### config.mk
export PLATFORM = sky130hd
export DESIGN_NAME = mem_port_arbiter
export DESIGN_NICKNAME = d
export VERILOG_FILES = /design/src/rtl/mem_port_arbiter.sv
export SDC_FILE = /design/constraint.sdc
export NUM_CORES = 1
export LEC_CHECK = 0
export ABC_AREA = 0
export ABC_CLOCK_PERIOD_IN_PS = 2000
export BUFFER_PORTS_ARGS = -buffer_cell sky130_fd_sc_hd__clkbuf_2
export CAP_MARGIN = 10
export CORE_ASPECT_RATIO = 1.2
export CORE_UTILIZATION = 47
export CTS_BUF_LIST = sky130_fd_sc_hd__clkbuf_4 sky130_fd_sc_hd__clkbuf_8 sky130_fd_sc_hd__clkbuf_16
export DETAILED_ROUTE_END_ITERATION = 6
export GPL_ROUTABILITY_DRIVEN = 1
export GPL_TIMING_DRIVEN = 0
export PLACE_DENSITY_LB_ADDON = 0.05
export SLEW_MARGIN = 20
export SYNTH_ARGS = -nofsm -noshare
export SYNTH_HDL_FRONTEND = slang
export SYNTH_SLANG_ARGS = --single-unit
### constraint.sdc
create_clock -name clk -period 2 [get_ports clk]
set_input_delay 0.4 -clock clk [delete_from_list [all_inputs] [get_ports clk]]
set_output_delay 0.4 -clock clk [all_outputs]
set_load 0.005 [all_outputs]
### src/rtl/mem_port_arbiter.sv
// Shares one single-ported, variable-latency memory between instruction fetch and data access.
// Data requests win unless fetch has waited STARVE grants; a watchdog completes hung accesses.
module mem_port_arbiter #(
    parameter int unsigned STARVE  = 4,
    parameter int unsigned MAXWAIT = 15
) (
    input  logic        clk,
    input  logic        reset,
    input  logic        if_req,
    input  logic [31:0] if_addr,
    output logic [31:0] if_rdata,
    output logic        if_ready,
    output logic        if_stall,
    input  logic        d_req,
    input  logic        d_we,
    input  logic [31:0] d_addr,
    input  logic [31:0] d_wdata,
    output logic [31:0] d_rdata,
    output logic        d_ready,
    output logic        d_stall,
    output logic        m_req,
    output logic        m_we,
    output logic [31:0] m_addr,
    output logic [31:0] m_wdata,
    input  logic [31:0] m_rdata,
    input  logic        m_ack,
    output logic        err
);

    typedef enum logic [2:0] {
        IDLE   = 3'd0,
        GNT_I  = 3'd1,
        GNT_D  = 3'd2,
        DONE_I = 3'd3,
        DONE_D = 3'd4
    } state_t;

    localparam logic [3:0] STARVE_L  = 4'(STARVE);
    localparam logic [7:0] MAXWAIT_L = 8'(MAXWAIT);

    state_t      state_q;
    logic [3:0]  starve_cnt_q;
    logic [3:0]  starve_cnt_d;
    logic [7:0]  wait_cnt_q;
    logic        m_req_q;
    logic        m_we_q;
    logic [31:0] m_addr_q;
    logic [31:0] m_wdata_q;
    logic [31:0] if_rdata_q;
    logic [31:0] d_rdata_q;
    logic        if_ready_q;
    logic        d_ready_q;
    logic        err_q;

    logic        grant_data;
    logic        access_end;

    assign grant_data = d_req && (!if_req || (starve_cnt_q < STARVE_L));
    // A watchdog expiry coinciding with m_ack is treated as a normal completion.
    assign access_end = m_ack || (wait_cnt_q == MAXWAIT_L);

    always_comb begin
        starve_cnt_d = 4'd0;
        if (if_req) begin
            starve_cnt_d = (starve_cnt_q == 4'hF) ? 4'hF : starve_cnt_q + 4'd1;
        end
    end

    always_ff @(posedge clk or negedge reset) begin
        if (!reset) begin
            state_q      <= IDLE;
            starve_cnt_q <= 4'd0;
            wait_cnt_q   <= 8'd0;
            m_req_q      <= 1'b0;
            m_we_q       <= 1'b0;
            m_addr_q     <= 32'd0;
            m_wdata_q    <= 32'd0;
            if_rdata_q   <= 32'd0;
            d_rdata_q    <= 32'd0;
            if_ready_q   <= 1'b0;
            d_ready_q    <= 1'b0;
            err_q        <= 1'b0;
        end else begin
            case (state_q)
                IDLE: begin
                    wait_cnt_q <= 8'd0;
                    if (grant_data) begin
                        state_q      <= GNT_D;
                        m_req_q      <= 1'b1;
                        m_we_q       <= d_we;
                        m_addr_q     <= d_addr;
                        m_wdata_q    <= d_wdata;
                        starve_cnt_q <= starve_cnt_d;
                    end else if (if_req) begin
                        state_q      <= GNT_I;
                        m_req_q      <= 1'b1;
                        m_we_q       <= 1'b0;
                        m_addr_q     <= if_addr;
                        m_wdata_q    <= 32'd0;
                        starve_cnt_q <= 4'd0;
                    end
                end
                GNT_I, GNT_D: begin
                    if (access_end) begin
                        m_req_q <= 1'b0;
                        if (!m_ack) begin
                            err_q <= 1'b1;
                        end
                        if (state_q == GNT_I) begin
                            state_q    <= DONE_I;
                            if_ready_q <= 1'b1;
                            if_rdata_q <= m_ack ? m_rdata : 32'd0;
                        end else begin
                            state_q   <= DONE_D;
                            d_ready_q <= 1'b1;
                            if (!m_ack) begin
                                d_rdata_q <= 32'd0;
                            end else if (!m_we_q) begin
                                d_rdata_q <= m_rdata;
                            end
                        end
                    end else begin
                        wait_cnt_q <= wait_cnt_q + 8'd1;
                    end
                end
                DONE_I, DONE_D: begin
                    // The finishing requester's still-high req is deliberately not re-arbitrated here.
                    if_ready_q <= 1'b0;
                    d_ready_q  <= 1'b0;
                    state_q    <= IDLE;
                end
                default: begin
                    state_q <= IDLE;
                end
            endcase
        end
    end

    assign m_req    = m_req_q;
    assign m_we     = m_we_q;
    assign m_addr   = m_addr_q;
    assign m_wdata  = m_wdata_q;
    assign if_rdata = if_rdata_q;
    assign d_rdata  = d_rdata_q;
    assign if_ready = if_ready_q;
    assign d_ready  = d_ready_q;
    assign err      = err_q;
    assign if_stall = if_req & ~if_ready_q;
    assign d_stall  = d_req & ~d_ready_q;

endmodule

---- After elaboration in Yosys (flattened, before gate mapping) ----
Index checks and enable logic that the tools add are counted.
storage, ports and cells
  bits of input ports ..................... 134
  word-level logic and storage cells ...... 82
  register bits ........................... 148
cells by class
  eq/ne operators ......................... 12
  mux-type cells .......................... 30
  bitwise logic cells ..................... 6
  magnitude comparators ................... 1
  $add $sub $neg .......................... 2
  reduce and logical (&&, ||, !) cells .... 19
operators by type and width
  operator                                                               count
  32-bit two-way mux                                                     7
  4-bit two-way mux                                                      4
  8-bit case mux with 2 select lines                                     1
  3-bit AND reduction                                                    5
  3-bit two-way mux                                                      4
  2-bit != test, second input constant                                   5
  1-bit two-way mux                                                      9
  8-bit by 1-bit adder with 8-bit output, second input constant          1
  8-bit by 4-bit equality test with 1-bit output, second input constant  1
  8-bit two-way mux                                                      1
  3-bit by 2-bit equality test with 1-bit output, second input constant  2
  1-bit case mux with 2 select lines                                     3
  3-bit case mux with 2 select lines                                     1
  2-bit AND reduction                                                    3
  2-bit nonzero test                                                     3
  4-bit by 1-bit adder with 4-bit output, second input constant          1
  4-bit equality test, second input constant                             1
  4-bit by 3-bit < comparator with 1-bit output, second input constant   1
  1-bit NOT                                                              4
  4-bit AND reduction                                                    1
  2-bit OR reduction                                                     2
  3-bit by 1-bit equality test with 1-bit output, second input constant  1
  3-bit equality test, second input constant                             1
  3-bit zero test                                                        1
  other kinds (5)                                                        7

---- Depth between registers and ports, before layout ----
  depth in word-level cells ............... 5
  depth in mapped cells ................... 7
  gate-level depth less buffers ........... 5

---- Least setup slack after synthesis ----
No wires, ideal clock.
  kind .................................... register to register
  from .................................... register wait_cnt_q[5]
  to ...................................... register state_q[1]
  clock period less this slack ............ 1.620 ns
  path slack .............................. 0.380 ns
  cell stages (with the launch flop) ...... 6
  required time ........................... 1.921 ns
  arrival ................................. 1.541 ns
  path buffers ............................ 1
  cells stage by stage .................... dfrtp_1 -> or3_4 -> or2_0 -> buf_6 -> a221o_1 -> mux2i_1
on the way
  cells in the longest elaborated chain, start to end .. 4
ends and longest elaborated chain
  what                                            RTL line  text
  start: declaration                              44        logic [7:0] wait_cnt_q;
  start signal: assignment                        123       wait_cnt_q <= wait_cnt_q + 8'd1;
  8-bit by 4-bit equality test with 1-bit output  60        assign access_end = m_ack || (wait_cnt_q == MAXWAIT_L);
  1-bit logical OR                                60
  2-bit != test (no source line)                  --
  2-bit AND reduction (no source line)            --
  end signal: assignment                          71        state_q <= IDLE;
  end signal: assignment                          88        state_q <= GNT_D;
  end signal: assignment                          95        state_q <= GNT_I;
  end: declaration                                41        state_t state_q;
No other way between the ends.
A chain may end at the register's enable or synchronous reset.

---- Worst setup path in the final report ----
  from .................................... register wait_cnt_q[5]
  to ...................................... register if_rdata_q[20], in the netlist if_rdata[20]
on the way
  cells in the longest elaborated chain, start to end .. 3
ends and longest elaborated chain
  what                                            RTL line  text
  8-bit by 4-bit equality test with 1-bit output  60
  1-bit logical OR                                60
  3-bit AND reduction (no source line)            --
  end signal: assignment                          112       if_rdata_q <= m_ack ? m_rdata : 32'd0;
  end: declaration                                49        logic [31:0] if_rdata_q;
No other way between the ends.

==> metrics.txt <==
first-pass GRT wire length=24.9 mm; initial DRC count=around 240; number of I/O port buffers=268; Routed WL=roughly 15 mm; met2 usage=39.1%; CP endpoint=if_rdata[20]; Comb pwr share=between 30 and 40%; final setup vio count=0; post-layout min period=roughly 1.9 ns; Main synth FF type=dfrtp_1; initial antenna violation count=0; CTS buffer count=17; clock-pin slew on the worst setup and hold paths=0.06 ns; drt wl/cell=around 16 µm; number of distinct library cells after synthesis=40; reg-to-reg startpoint=wait_cnt_q[5]; Simple-Gate Fraction of Synth Area=about 6.0%; Critical Path Source Type=flop; worst reg2reg path depth=6; Seq pwr share=39.8%; DP HPWL=about 11 mm; fraction of registers with async set/reset=between 90% and 100%; P per Cell Area=between 1500 and 2000 nW/µm²; Worst setup startpoint=wait_cnt_q[5]; EDFF count, synth=0; vias in the first global route=4826; DIE WIDTH=about 100 µm; clock power share=25.6%; Yosys reg bits=between 100 and 150; combinational family with the most area after synthesis=compound AO/OA/AOI/OAI gates; Core Region=roughly 12000 µm²; Sink Count=between 100 and 150; fill count=963; pin count of the biggest net entering global routing=slightly below 90; post-layout util=between 60% and 70%; Worst setup EP type=flop; reg-to-reg endpoint=if_rdata[20]; DR vias/cell=5.27; grt peak-use layer=met2; CTS root buffer=clkbuf_16; Net count, final=893; Syn Nets=599; CTS tree=done; via count=about 4.9k; Routed Antenna Nets=0; Final Hold Fails=0; Synth Instances=around 460; die area=~13000 µm²; fin crit share=a little over nine tenths; clock skew=0.0105 ns; layout cells sized above 1=43.9%; Switching Share=between 30% and 40%; mux cell area share after synthesis=between 5 and 6%; flop2flop setup slack=roughly 0.13 ns; Post-Syn Area=just under 6000 µm²; die height=roughly 120 µm; Max Slew Vio Count=0; fin cells=about 930; global placer's final weighted congestion=between 0.8 and 0.9; # diodes=0; Hold WC Path Type=input port to flop; WP data arrival=2.18 ns; Setup CP Type=flop to flop; maxcap violations=0; switching power=4.12 mW; Synth Area in Adders=less than 1%; worst hold start=d_wdata[15]; synth warn=0; leak pwr=between 4 and 5 nW; Clock Tree Buf Depth=2; proportion of synthesized chip area in sequential cells=62.9%; Required @ worst endpoint=about 2.3 ns; Synth Area in Compound Gates=around a fifth; initial core utilization=around 48%; Layout area overhead=38.4%; status=finished, final reports clean; Rows=44; grt ovf=0; Crit Path Max Fanout=6; Fmax=~530 MHz; TNS Setup=0 ns; Slew @ Worst Pin=around 0.62 ns; H-tree Lvls=4; 1st-pass router iterations=4; post-synthesis xor/xnor area fraction=0.149%; grt met1 use=a little under a third; Mean Syn Cell Area=roughly 13 µm²; I/O pin count=~270; RSZ-0062 raised after global routing=true; worst-skew pair later-pin latency=roughly 0.42 ns; normalized max-slew margin=58.8%; DR DRC count=0; met3 usage=6.17%; Pwr Total=between 10 and 15 mW; total global-route track usage=between 20% and 30%; Max VDD drop=just under 0.7 mV; internal power=between 8 and 9 mW; Post-Place Cells=893
flip-flops by register name (all words and copies together), names as in the netlist, 3 cells and up:
signal,flops
m_wdata,32
starve_cnt_q,4
wait_cnt_q,8
d_rdata,32
m_addr,32
if_rdata,32
state_q,3
routing by layer:
| metal | part of all wire (%) | wire length (µm) |
|---|---|---|
| met5 | 0 | 0 |
| met4 | 2.5 | 380 |
| met3 | 6.0 | 921 |
| met2 | 48 | 7280 |
| met1 | 44 | 6650 |
synthesized netlist by cell type, types with 2 or more instances:
cell type	n	area, µm²
a21oi_1	8	40.0
a22o_1	100	876
and2_1	2	12.5
and3_1	3	18.8
buf_2	16	80.1
buf_6	2	22.5
clkbuf_1	14	52.6
clkbuf_8	2	27.5
dfrtp_1	148	3700
ha_1	2	25.0
inv_1	6	22.5
mux2i_1	34	340
nand2_1	40	150
nand3_1	4	20.0
nor2_1	5	18.8
nor2b_1	3	18.8
nor3_1	5	25.0
o211ai_1	6	45.0
o21a_1	2	15.0
o21ai_0	39	195
o31ai_1	2	15.0
or2_2	2	12.5
power groups by stage:
| stage | sequential (mW) | clock (mW) | combinational [mW] |
|---|---|---|---|
| after floorplan | 5.06 | 0 | 2.19 |
| after global placement | 5.00 | 0 | 4.27 |
| after detailed placement | 5.03 | 0 | 4.37 |
| after CTS | 5.01 | 3.30 | 4.37 |
| after global routing | 5.18 | 3.42 | 4.83 |
| final | 5.02 | 3.23 | 4.35 |
cell type report:
type                    instances  area, µm²  share of cell area [%]
plain buffers                  34        194                    2.38
clock buffers                  20        454                    5.58
clock inverters                12        154                    1.89
inverters                       6       22.5                   0.277
multi-input cells             275       1980                    24.4
flip-flops and latches        148       3700                    45.5
well taps                     161        201                    2.47
repair buffers                275       1430                    17.6
critical path, cell delays in order (launching register included):
cell,delay [ns]
dfrtp_1,0.42
or3_4,0.41
nor2_2,0.15
o211ai_1,0.11
buf_4,0.17
clkdlybuf4s15_2,0.25
a22o_1,0.24
cells by family after synthesis:
logic type / count (synthesis)
AOI/OAI and AO/OA: 164
xor gates and xnor gates: 1
adders and majority gates: 2
buffers and inverters: 40
DFF: 148
muxes: 34
and+or+nand+nor: 74
per-stage QoR:
step,hold WS [ns],area [µm²],setup WS [ns]
after floorplan,0.104,5880,0.380
after global placement,0.449,7430,-1.88
after detailed placement,0.423,7460,-0.0583
after CTS,0.183,8080,0.0120
after global routing,0.188,8140,0.00253
final,0.198,8140,0.126
cell usage in the layout, fill, tap and decap left out, types with 2 or more instances in the layout:
master	count
a21oi_1	8
a22o_1	100
and2_1	2
and3_1	3
buf_2	15
buf_4	7
buf_6	2
bufinv_16	3
clkbuf_1	11
clkbuf_16	17
clkbuf_2	268
clkbuf_4	2
clkbuf_8	4
clkinv_2	3
clkinv_4	2
clkinvlp_4	3
dfrtp_1	148
ha_1	2
inv_1	6
mux2i_1	34
nand2_1	40
nand3_1	4
nor2_1	4
nor2_2	2
nor2b_1	3
nor3_1	4
nor3_2	2
o211ai_1	6
o21a_1	2
o21ai_0	39
o31ai_1	2
or2_2	2
timing repair:
action                     4_1_cts  5_1_grt
hold buffers                     1        0
gates cloned                     0        1
hold endpoints to repair        62        0
setup endpoints to repair        3      112
pin swaps                        0        2
setup buffers                    0        4
gates resized for setup          1       14
worst min path at each step:
stage,slack [ns],cells past startpoint,end
2_1_floorplan,0.10,0,d_rdata[0]
3_3_place_gp,0.45,1,err
3_5_place_dp,0.42,1,if_rdata[26]
4_1_cts,0.18,2,m_wdata[15]
5_1_grt,0.19,2,m_wdata[3]
6_report,0.20,2,m_wdata[15]
No activity file was read; power rests on OpenSTA's default activity.
